$ cat src/rtl/sram_arbiter.sv
// Arbitrates one single-port SRAM between the CPU and a DMA engine: fixed CPU
// priority, bounded by a DMA starvation guard and a DMA burst lock.
module sram_arbiter #(
    parameter int ADDR_W       = 16,
    parameter int DATA_W       = 32,
    parameter int STARVE_LIMIT = 4
) (
    input  logic              clk,
    input  logic              reset,
    input  logic              cpu_req,
    input  logic              cpu_we,
    input  logic [ADDR_W-1:0] cpu_addr,
    input  logic [DATA_W-1:0] cpu_wdata,
    output logic              cpu_gnt,
    output logic              cpu_rvalid,
    output logic [DATA_W-1:0] cpu_rdata,
    input  logic              dma_req,
    input  logic              dma_we,
    input  logic [ADDR_W-1:0] dma_addr,
    input  logic [DATA_W-1:0] dma_wdata,
    input  logic              dma_lock,
    output logic              dma_gnt,
    output logic              dma_rvalid,
    output logic [DATA_W-1:0] dma_rdata,
    output logic              sram_en,
    output logic              sram_we,
    output logic [ADDR_W-1:0] sram_addr,
    output logic [DATA_W-1:0] sram_wdata,
    input  logic [DATA_W-1:0] sram_rdata,
    output logic [1:0]        owner
);

    typedef enum logic [1:0] {
        IDLE       = 2'd0,
        CPU        = 2'd1,
        DMA        = 2'd2,
        DMA_LOCKED = 2'd3
    } owner_t;

    localparam int                CNT_W = $clog2(STARVE_LIMIT + 1);
    localparam logic [CNT_W-1:0] LIMIT = CNT_W'(STARVE_LIMIT);

    owner_t            state;
    owner_t            state_nxt;
    logic [CNT_W-1:0]  starve_cnt;
    logic [CNT_W-1:0]  starve_nxt;
    logic              rd_cpu;
    logic              rd_dma;
    logic              grant_cpu;
    logic              grant_dma;

    // State register, starvation counter and read-return pipe.
    always_ff @(posedge clk or negedge reset) begin
        if (!reset) begin
            state      <= IDLE;
            starve_cnt <= '0;
            rd_cpu     <= 1'b0;
            rd_dma     <= 1'b0;
        end else begin
            state      <= state_nxt;
            starve_cnt <= starve_nxt;
            rd_cpu     <= grant_cpu & ~cpu_we;
            rd_dma     <= grant_dma & ~dma_we;
        end
    end

    always_comb begin
        state_nxt  = IDLE;
        starve_nxt = starve_cnt;
        if (grant_cpu) begin
            state_nxt = CPU;
        end else if (grant_dma) begin
            state_nxt = dma_lock ? DMA_LOCKED : DMA;
        end
        if (!dma_req || grant_dma) begin
            starve_nxt = '0;
        end else if (starve_cnt != LIMIT) begin
            starve_nxt = starve_cnt + CNT_W'(1);
        end
    end

    // Grant decision; everything is held at zero while reset is asserted.
    always_comb begin
        grant_cpu  = 1'b0;
        grant_dma  = 1'b0;
        sram_en    = 1'b0;
        sram_we    = 1'b0;
        sram_addr  = '0;
        sram_wdata = '0;
        if (reset) begin
            if (state == DMA_LOCKED && dma_req) begin
                grant_dma = 1'b1;
            end else if (dma_req && starve_cnt == LIMIT) begin
                grant_dma = 1'b1;
            end else if (cpu_req) begin
                grant_cpu = 1'b1;
            end else if (dma_req) begin
                grant_dma = 1'b1;
            end
        end
        if (grant_cpu) begin
            sram_en    = 1'b1;
            sram_we    = cpu_we;
            sram_addr  = cpu_addr;
            sram_wdata = cpu_we ? cpu_wdata : '0;
        end else if (grant_dma) begin
            sram_en    = 1'b1;
            sram_we    = dma_we;
            sram_addr  = dma_addr;
            sram_wdata = dma_we ? dma_wdata : '0;
        end
    end

    assign cpu_gnt    = grant_cpu;
    assign dma_gnt    = grant_dma;
    assign cpu_rvalid = rd_cpu;
    assign dma_rvalid = rd_dma;
    assign cpu_rdata  = rd_cpu ? sram_rdata : '0;
    assign dma_rdata  = rd_dma ? sram_rdata : '0;
    assign owner      = state;

endmodule
$ cat config.mk
export PLATFORM = sky130hd
export DESIGN_NAME = sram_arbiter
export DESIGN_NICKNAME = d
export VERILOG_FILES = /design/src/rtl/sram_arbiter.sv
export SDC_FILE = /design/constraint.sdc
export NUM_CORES = 1
export LEC_CHECK = 0
export CORE_AREA = 2 2 98 100
export DETAILED_ROUTE_END_ITERATION = 10
export DIE_AREA = 0 0 100 102
export MAX_ROUTING_LAYER = met4
export PLACE_DENSITY = 0.67
export SYNTH_ARGS = -nofsm -noshare
export SYNTH_HDL_FRONTEND = slang
export SYNTH_SLANG_ARGS = --single-unit
$ cat constraint.sdc
create_clock -name clk -period 4.1 [get_ports clk]
set_clock_uncertainty 0.1 [all_clocks]
set_input_delay 1.025 -clock clk [delete_from_list [all_inputs] [get_ports clk]]
set_output_delay 1.025 -clock clk [all_outputs]
set_load 0.03 [all_outputs]
==> flow_metrics.env, run 1 <==
export IMPL_multi_input_area_um2=1070
export IMPL_clock_sinks=7
export IMPL_period_needed_ps=3710
export IMPL_antenna_found_initial=1
export IMPL_crit_required_ps=2970
export IMPL_firstDrtPassIters=4
export IMPL_ctsResizeCount=0
export IMPL_p_per_area_nw_per_um2=142
export IMPL_crit_type="input port to output port"
export IMPL_ir_drop_mv=0.0942
export IMPL_syn_area_um2=1380
export IMPL_dieArea_um2=10200
export IMPL_synth_common_cells="64 x and2_1, 48 x a22o_1, 8 x buf_6"
export IMPL_die_x_um=100
export IMPL_fin_crit_sh_pct=90.6
export IMPL_portBuffers=254
export IMPL_synth_edf_count=0
export IMPL_synth_most_common_cell="and2_1"
export IMPL_numCtsBuffers=3
export IMPL_fin_cells=524
export IMPL_finalHoldViolations=0
export IMPL_fillers=899
export IMPL_end_kind="output port"
export IMPL_fin_hold_ws_ps=510
export IMPL_globalplace_congestion=0.876
export IMPL_ioPinCount=255
export IMPL_cts_tree="yes"
export IMPL_h_tree_depth=1
export IMPL_drive_gt1_share_pct=16.7
export IMPL_globalRouteMet3Util_pct=3.90
export IMPL_startpoint_type="input port"
export IMPL_core_um2=9110
export IMPL_globalRouteOverflowTotal=0
export IMPL_dieHeight_um=102
export IMPL_synth_area_per_cell_um2=8.39
export IMPL_first_iter_violations=49
export IMPL_grt_max_degree=34
export IMPL_worst_slew_pin_slew_ps=752
export IMPL_grt_usage_pct=14.3
export IMPL_p_total_mw=0.564
export IMPL_clk_pin_slew_worst_paths_ps=40
export IMPL_rsz0062_at_grt="false"
export IMPL_start_util_pct=15.2
export IMPL_synth_area_leaders="a22o_1 30%, and2_1 29%, dfrtp_1 13%, buf_6 6.5%, a21oi_4 2.4%"
export IMPL_setup_viol=0
export IMPL_ant_nets=0
export IMPL_postLayoutSetupSlackWorst_ps=387
export IMPL_fin_nets=550
export IMPL_ys_flop_type="dfrtp_1"
export IMPL_area_growth_pct=188
export IMPL_use_met2_pct=28.0
export IMPL_setup_worst_path_start="dma_req"
export IMPL_place_ws_ps=368
export IMPL_finalSetupTns_ps=0
export IMPL_globalRouteMet1Util_pct=13.7
export IMPL_dp_cells=519
export IMPL_final_core_util_pct=43.7
export IMPL_max_slew_margin_rel_pct=49.9
export IMPL_row_count=35
export IMPL_synth_largest_area_cell="a22o_1"
export IMPL_syn_inst=165
export IMPL_vias=2218
export IMPL_postCtsSetupBuffers=0
export IMPL_routedWlPerCell_um=14.8
export IMPL_routed_via_density=4.23
export IMPL_reg2reg_slack_ps=2420
export IMPL_syn_nets=302
export IMPL_min_path_type="flip-flop to flip-flop"
export IMPL_synth_seq_cells=7
export IMPL_synth_top_area_share_pct=30.4
export IMPL_grt_first_pass_wirelength_um=11200
export IMPL_grt_pass1_vias=2165
export IMPL_fmax_mhz=269
export IMPL_drc_errors=0
export IMPL_yosysUniqueCellTypes=28
export IMPL_grt_busiest_layer="met2"
export IMPL_drv_slew=0
export IMPL_drv_cap=0
export IMPL_ys_seq_area_share_pct=12.7
export IMPL_leakagePower_nw=1.67
export IMPL_timing_rr_start="starve_cnt[0]"
export IMPL_yosysWarnings=0
export IMPL_holdCritStartpoint="starve_cnt[1]"
export IMPL_async_flop_share_pct=100
export IMPL_clkLatencyLatePin_ps=220
export IMPL_fin_area_um2=3980
export IMPL_wirelength_um=7750
export IMPL_placed_cell_area_um2=3930
export IMPL_cts_root_buffer="clkbuf_8"
export IMPL_arrival_ps=2590
export IMPL_path_max_fanout=33
export IMPL_cts_buffer_depth=2
export IMPL_seq_area_um2=175
export IMPL_outcome="complete, no violations"
export IMPL_cts_hold_buf=0
## power by group
| group | switching (mW) | internal, mW | leakage, nW |
|---|---|---|---|
| registers | 0.00980 | 0.0745 | 0.0930 |
| clock network | 0.0278 | 0.0671 | 0.0228 |
| logic | 0.168 | 0.217 | 1.55 |
## sequential cells by signal, summed over array words and instances, names as in the netlist
signal and count:
cpu_rvalid 1, dma_rvalid 1, starve_cnt 3, owner 2
## worst paths after layout
path,endpoint,depth (start not counted)
setup / recovery,sram_wdata[22],6
hold / removal,starve_cnt[1],2
setup reg to reg,cpu_rvalid,6
hold reg to reg,starve_cnt[1],2
max in group asynchronous,starve_cnt[2],2
min in group asynchronous,dma_rvalid,2
## metal layers
layer / wire, µm / part of all wire (%) / vias up
met1: 2490 / 32 / 959
met3: 945 / 12 / 8
met4: 126 / 1.6 / 0
li1: - / - / 1093
met5: 0 / 0 / -
met2: 4190 / 54 / 158
## cells in the final DEF (no fill, tap or decap), types with 2 or more instances in the layout
master and n:
a21oi_2 2, a21oi_4 2, a22o_1 48, and2_1 64
buf_12 7, buf_4 50, clkbuf_8 3, clkdlybuf4s50_1 202
dfrtp_1 7, ha_1 2, inv_1 2, nand2_1 3
nand3_2 2, or2_1 2
## worst max-delay path, cell delays in order
cell and delay (ps):
clkdlybuf4s50_1 690, nand3_2 130, a21oi_4 160, buf_12 190, a22o_1 230, buf_12 140
## kinds of logic after synthesis
kind of cell    after synthesis  synth area share (%)
mux                           1                 0.723
buf+inv                      18                  9.76
simple gates                 78                  35.8
xor+xnor                      1                 0.633
flops                         7                  12.7
compound gates               58                  38.6
fa+ha+maj                     2                  1.81
## layout make-up
| type | count | area share [%] |
|---|---|---|
| repair buffers | 259 | 63.8 |
| multi-input cells | 140 | 27.0 |
| flip-flops and latches | 7 | 4.40 |
| well taps | 111 | 3.49 |
| clock buffers | 4 | 1.13 |
| inverters | 2 | 0.189 |
| diodes | 1 | 0.0629 |
Note: power is estimated with default switching activity, not from simulation.
==> run 2, diff against run 1 <==
Settings changed: ABC_AREA from default to 1, CORE_AREA 2 2 98 100 to 2 2 100 102, DIE_AREA 0 0 100 102 to 0 0 102 104.
==> run 2 against run 1 <==
Worst hold slack gained 38 ps. Die area grew 4.0%. Sequential power shrank 8.3%. First-iteration DRC count grew 39%. Sequential share of layout area shrank 0.24 points. Clock power grew 3.3%. Fmax shrank 3.2%. Critical endpoint is now sram_addr[8]. Highest routed layer unchanged.
==> flow_metrics.env, run 2 <==
export IMPL_first_iter_violations=68
export IMPL_clock_sinks=7
export IMPL_clk_pin_slew_worst_paths_ps=40
export IMPL_routedWlPerCell_um=11.5
export IMPL_clkLatencyLatePin_ps=230
export IMPL_globalRouteOverflowTotal=0
export IMPL_ctsResizeCount=0
export IMPL_layout_common_cells="202 x clkdlybuf4s50_1, 186 x nand2_1, 70 x inv_1"
export IMPL_setup_viol=0
export IMPL_crit_type="input port to output port"
export IMPL_cts_hold_buf=0
export IMPL_synth_xor_area_share_pct=0.538
export IMPL_grt_usage_pct=14.3
export IMPL_synth_top_area_share_pct=42.9
export IMPL_cts_root_buffer="clkbuf_8"
export IMPL_period_needed_ps=3830
export IMPL_p_per_area_nw_per_um2=138
export IMPL_cts_buffer_depth=2
export IMPL_synth_largest_area_cell="nand2_1"
export IMPL_syn_nets=474
export IMPL_ys_flop_type="dfrtp_1"
export IMPL_vias=2854
export IMPL_crit_chain="clkdlybuf4s50_1, nand3_2, nand3_4, nand2_4, inv_4, nand2_1, nand2_1, buf_4"
export IMPL_yosysWarnings=0
export IMPL_synth_area_leaders="nand2_1 43%, inv_1 16%, nand4_1 12%, dfrtp_1 11%, clkbuf_1 3.0%"
export IMPL_grt_first_pass_wirelength_um=12200
export IMPL_drv_slew=0
export IMPL_numCtsBuffers=3
export IMPL_mostFrequentLayoutCell="clkdlybuf4s50_1"
export IMPL_synth_most_common_cell="nand2_1"
export IMPL_regMostFlops="starve_cnt"
export IMPL_reg2reg_depth=8
export IMPL_core_um2=9550
export IMPL_cp_num_cells=8
export IMPL_path_max_fanout=28
export IMPL_synth_seq_cells=7
export IMPL_timing_rr_start="starve_cnt[0]"
export IMPL_dp_hpwl_um=6980
export IMPL_yosys_area_share_simple_pct=62.5
export IMPL_cp_common_cell="nand2_1"
export IMPL_portBuffers=254
export IMPL_ioPinCount=255
export IMPL_syn_area_um2=1630
export IMPL_area_growth_pct=159
export IMPL_arrival_ps=2710
export IMPL_ir_drop_mv=0.0636
export IMPL_synth_area_per_cell_um2=4.83
export IMPL_start_util_pct=17.1
export IMPL_synthMuxAreaShare_pct=0
export IMPL_wirelength_um=8190
export IMPL_reg2reg_slack_ps=2360
export IMPL_synth_common_cells="186 x nand2_1, 70 x inv_1, 32 x nand4_1"
export IMPL_crit_family="buffers and inverters"
export IMPL_min_path_type="flip-flop to flip-flop"
export IMPL_final_core_util_pct=44.1
export IMPL_die_x_um=102
export IMPL_h_tree_depth=1
export IMPL_startpoint_type="input port"
export IMPL_fin_crit_sh_pct=93.5
export IMPL_dieHeight_um=104
export IMPL_drv_cap=0
export IMPL_antenna_found_initial=0
export IMPL_routed_via_density=4.01
export IMPL_fillers=991
export IMPL_ys_seq_area_share_pct=10.8
export IMPL_rsz0062_at_grt="false"
export IMPL_yosysUniqueCellTypes=23
export IMPL_synth_compound_area_share_pct=0.307
export IMPL_grt_max_degree=42
export IMPL_finalHoldViolations=0
export IMPL_synthAdderAreaFrac_pct=1.54
export IMPL_fin_nets=717
export IMPL_antenna_cells=0
export IMPL_grt_pass1_vias=2560
export IMPL_synth_top_family_by_area="simple AND/OR/NAND/NOR gates"
export IMPL_finalSetupTns_ps=0
export IMPL_cp_slowest_cell="clkdlybuf4s50_1"
export IMPL_globalplace_congestion=0.885
export IMPL_dieArea_um2=10600
export IMPL_leakagePower_nw=2.40
export IMPL_cts_tree="yes"
export IMPL_path_buf_inv=3
export IMPL_largest_reg_flops=3
export IMPL_slowest_delay_ps=580
export IMPL_fmax_mhz=261
export IMPL_synth_edf_count=0
export IMPL_postCtsSetupBuffers=0
export IMPL_syn_inst=337
export IMPL_setup_worst_path_start="dma_req"
export IMPL_max_slew_margin_rel_pct=69.5
export IMPL_drive_gt1_share_pct=12.1
export IMPL_worst_slew_pin_slew_ps=457
export IMPL_firstDrtPassIters=4
export IMPL_row_count=36
export IMPL_crit_required_ps=2970
export IMPL_end_kind="output port"
export IMPL_ant_nets=0
export IMPL_timing_rr_end="owner[0]"
export IMPL_drc_errors=0
export IMPL_async_flop_share_pct=100
export IMPL_outcome="complete, no violations"
export IMPL_cp_endpoint="sram_addr[8]"
run 2: cells by family after synthesis:
logic type	count (synthesis)
AND/OR/NAND/NOR	232
buffers and inverters	94
flip-flops	7
adder cells (fa/ha/maj)	2
AO/OA/AOI/OAI	1
XOR/XNOR	1
run 2: tightest hold or removal path, cell delays in order, from the launching register on:
cell and delay [ps]:
dfrtp_1 380, inv_1 80, or3_1 100, nand2_1 50
run 2: how the worst min path moves through the flow:
stage	from	to	slack [ps]	depth (start not counted)
detailed placement	starve_cnt[1]	starve_cnt[1]	540	3
floorplan	starve_cnt[2]	starve_cnt[2]	480	2
CTS	starve_cnt[1]	starve_cnt[1]	550	3
global placement	starve_cnt[2]	starve_cnt[2]	510	3
global route	starve_cnt[1]	starve_cnt[1]	590	3
finish	starve_cnt[1]	starve_cnt[1]	550	3
run 2: final cells by class:
| cell class | instances | area, µm² | share of cell area (%) |
|---|---|---|---|
| timing repair buffer | 260 | 2490 | 59.2 |
| clock inverter | 1 | 5.00 | 0.119 |
| tap | 133 | 166 | 3.95 |
| inverter | 72 | 273 | 6.47 |
| clock buffer | 3 | 41.3 | 0.980 |
| sequential | 7 | 175 | 4.16 |
| multi-input combinational | 236 | 1060 | 25.1 |
run 2: where the power goes:
group          total, mW  switching (mW)  internal [mW]
registers         0.0773         0.00301         0.0743
clock network     0.0979          0.0319         0.0659
logic              0.406           0.200          0.206
total              0.581           0.235          0.346
run 2: metrics by stage:
step / cells / area, µm² / power, mW / hold slack (ps) / setup WS [ps]
final: 712 / 4210 / 0.581 / 547 / 265
after global routing: 712 / 4210 / 0.616 / 590 / 117
after CTS: 712 / 4210 / 0.588 / 552 / 247
after detailed placement: 708 / 4170 / 0.487 / 539 / 252
after global placement: 708 / 4170 / 0.482 / 508 / 332
after floorplan: 337 / 1630 / 0.255 / 477 / 987
run 2: metal layers:
metal | routed length [µm] | vias to the layer above | global-route usage (%) | part of all wire, %
met3 | 836 | 10 | 3.76 | 10
met5 | 0 | - | - | 0
met2 | 4240 | 141 | 26.6 | 52
li1 | - | 1479 | - | -
met4 | 88 | 0 | 2.48 | 1.1
met1 | 3020 | 1224 | 15.2 | 37
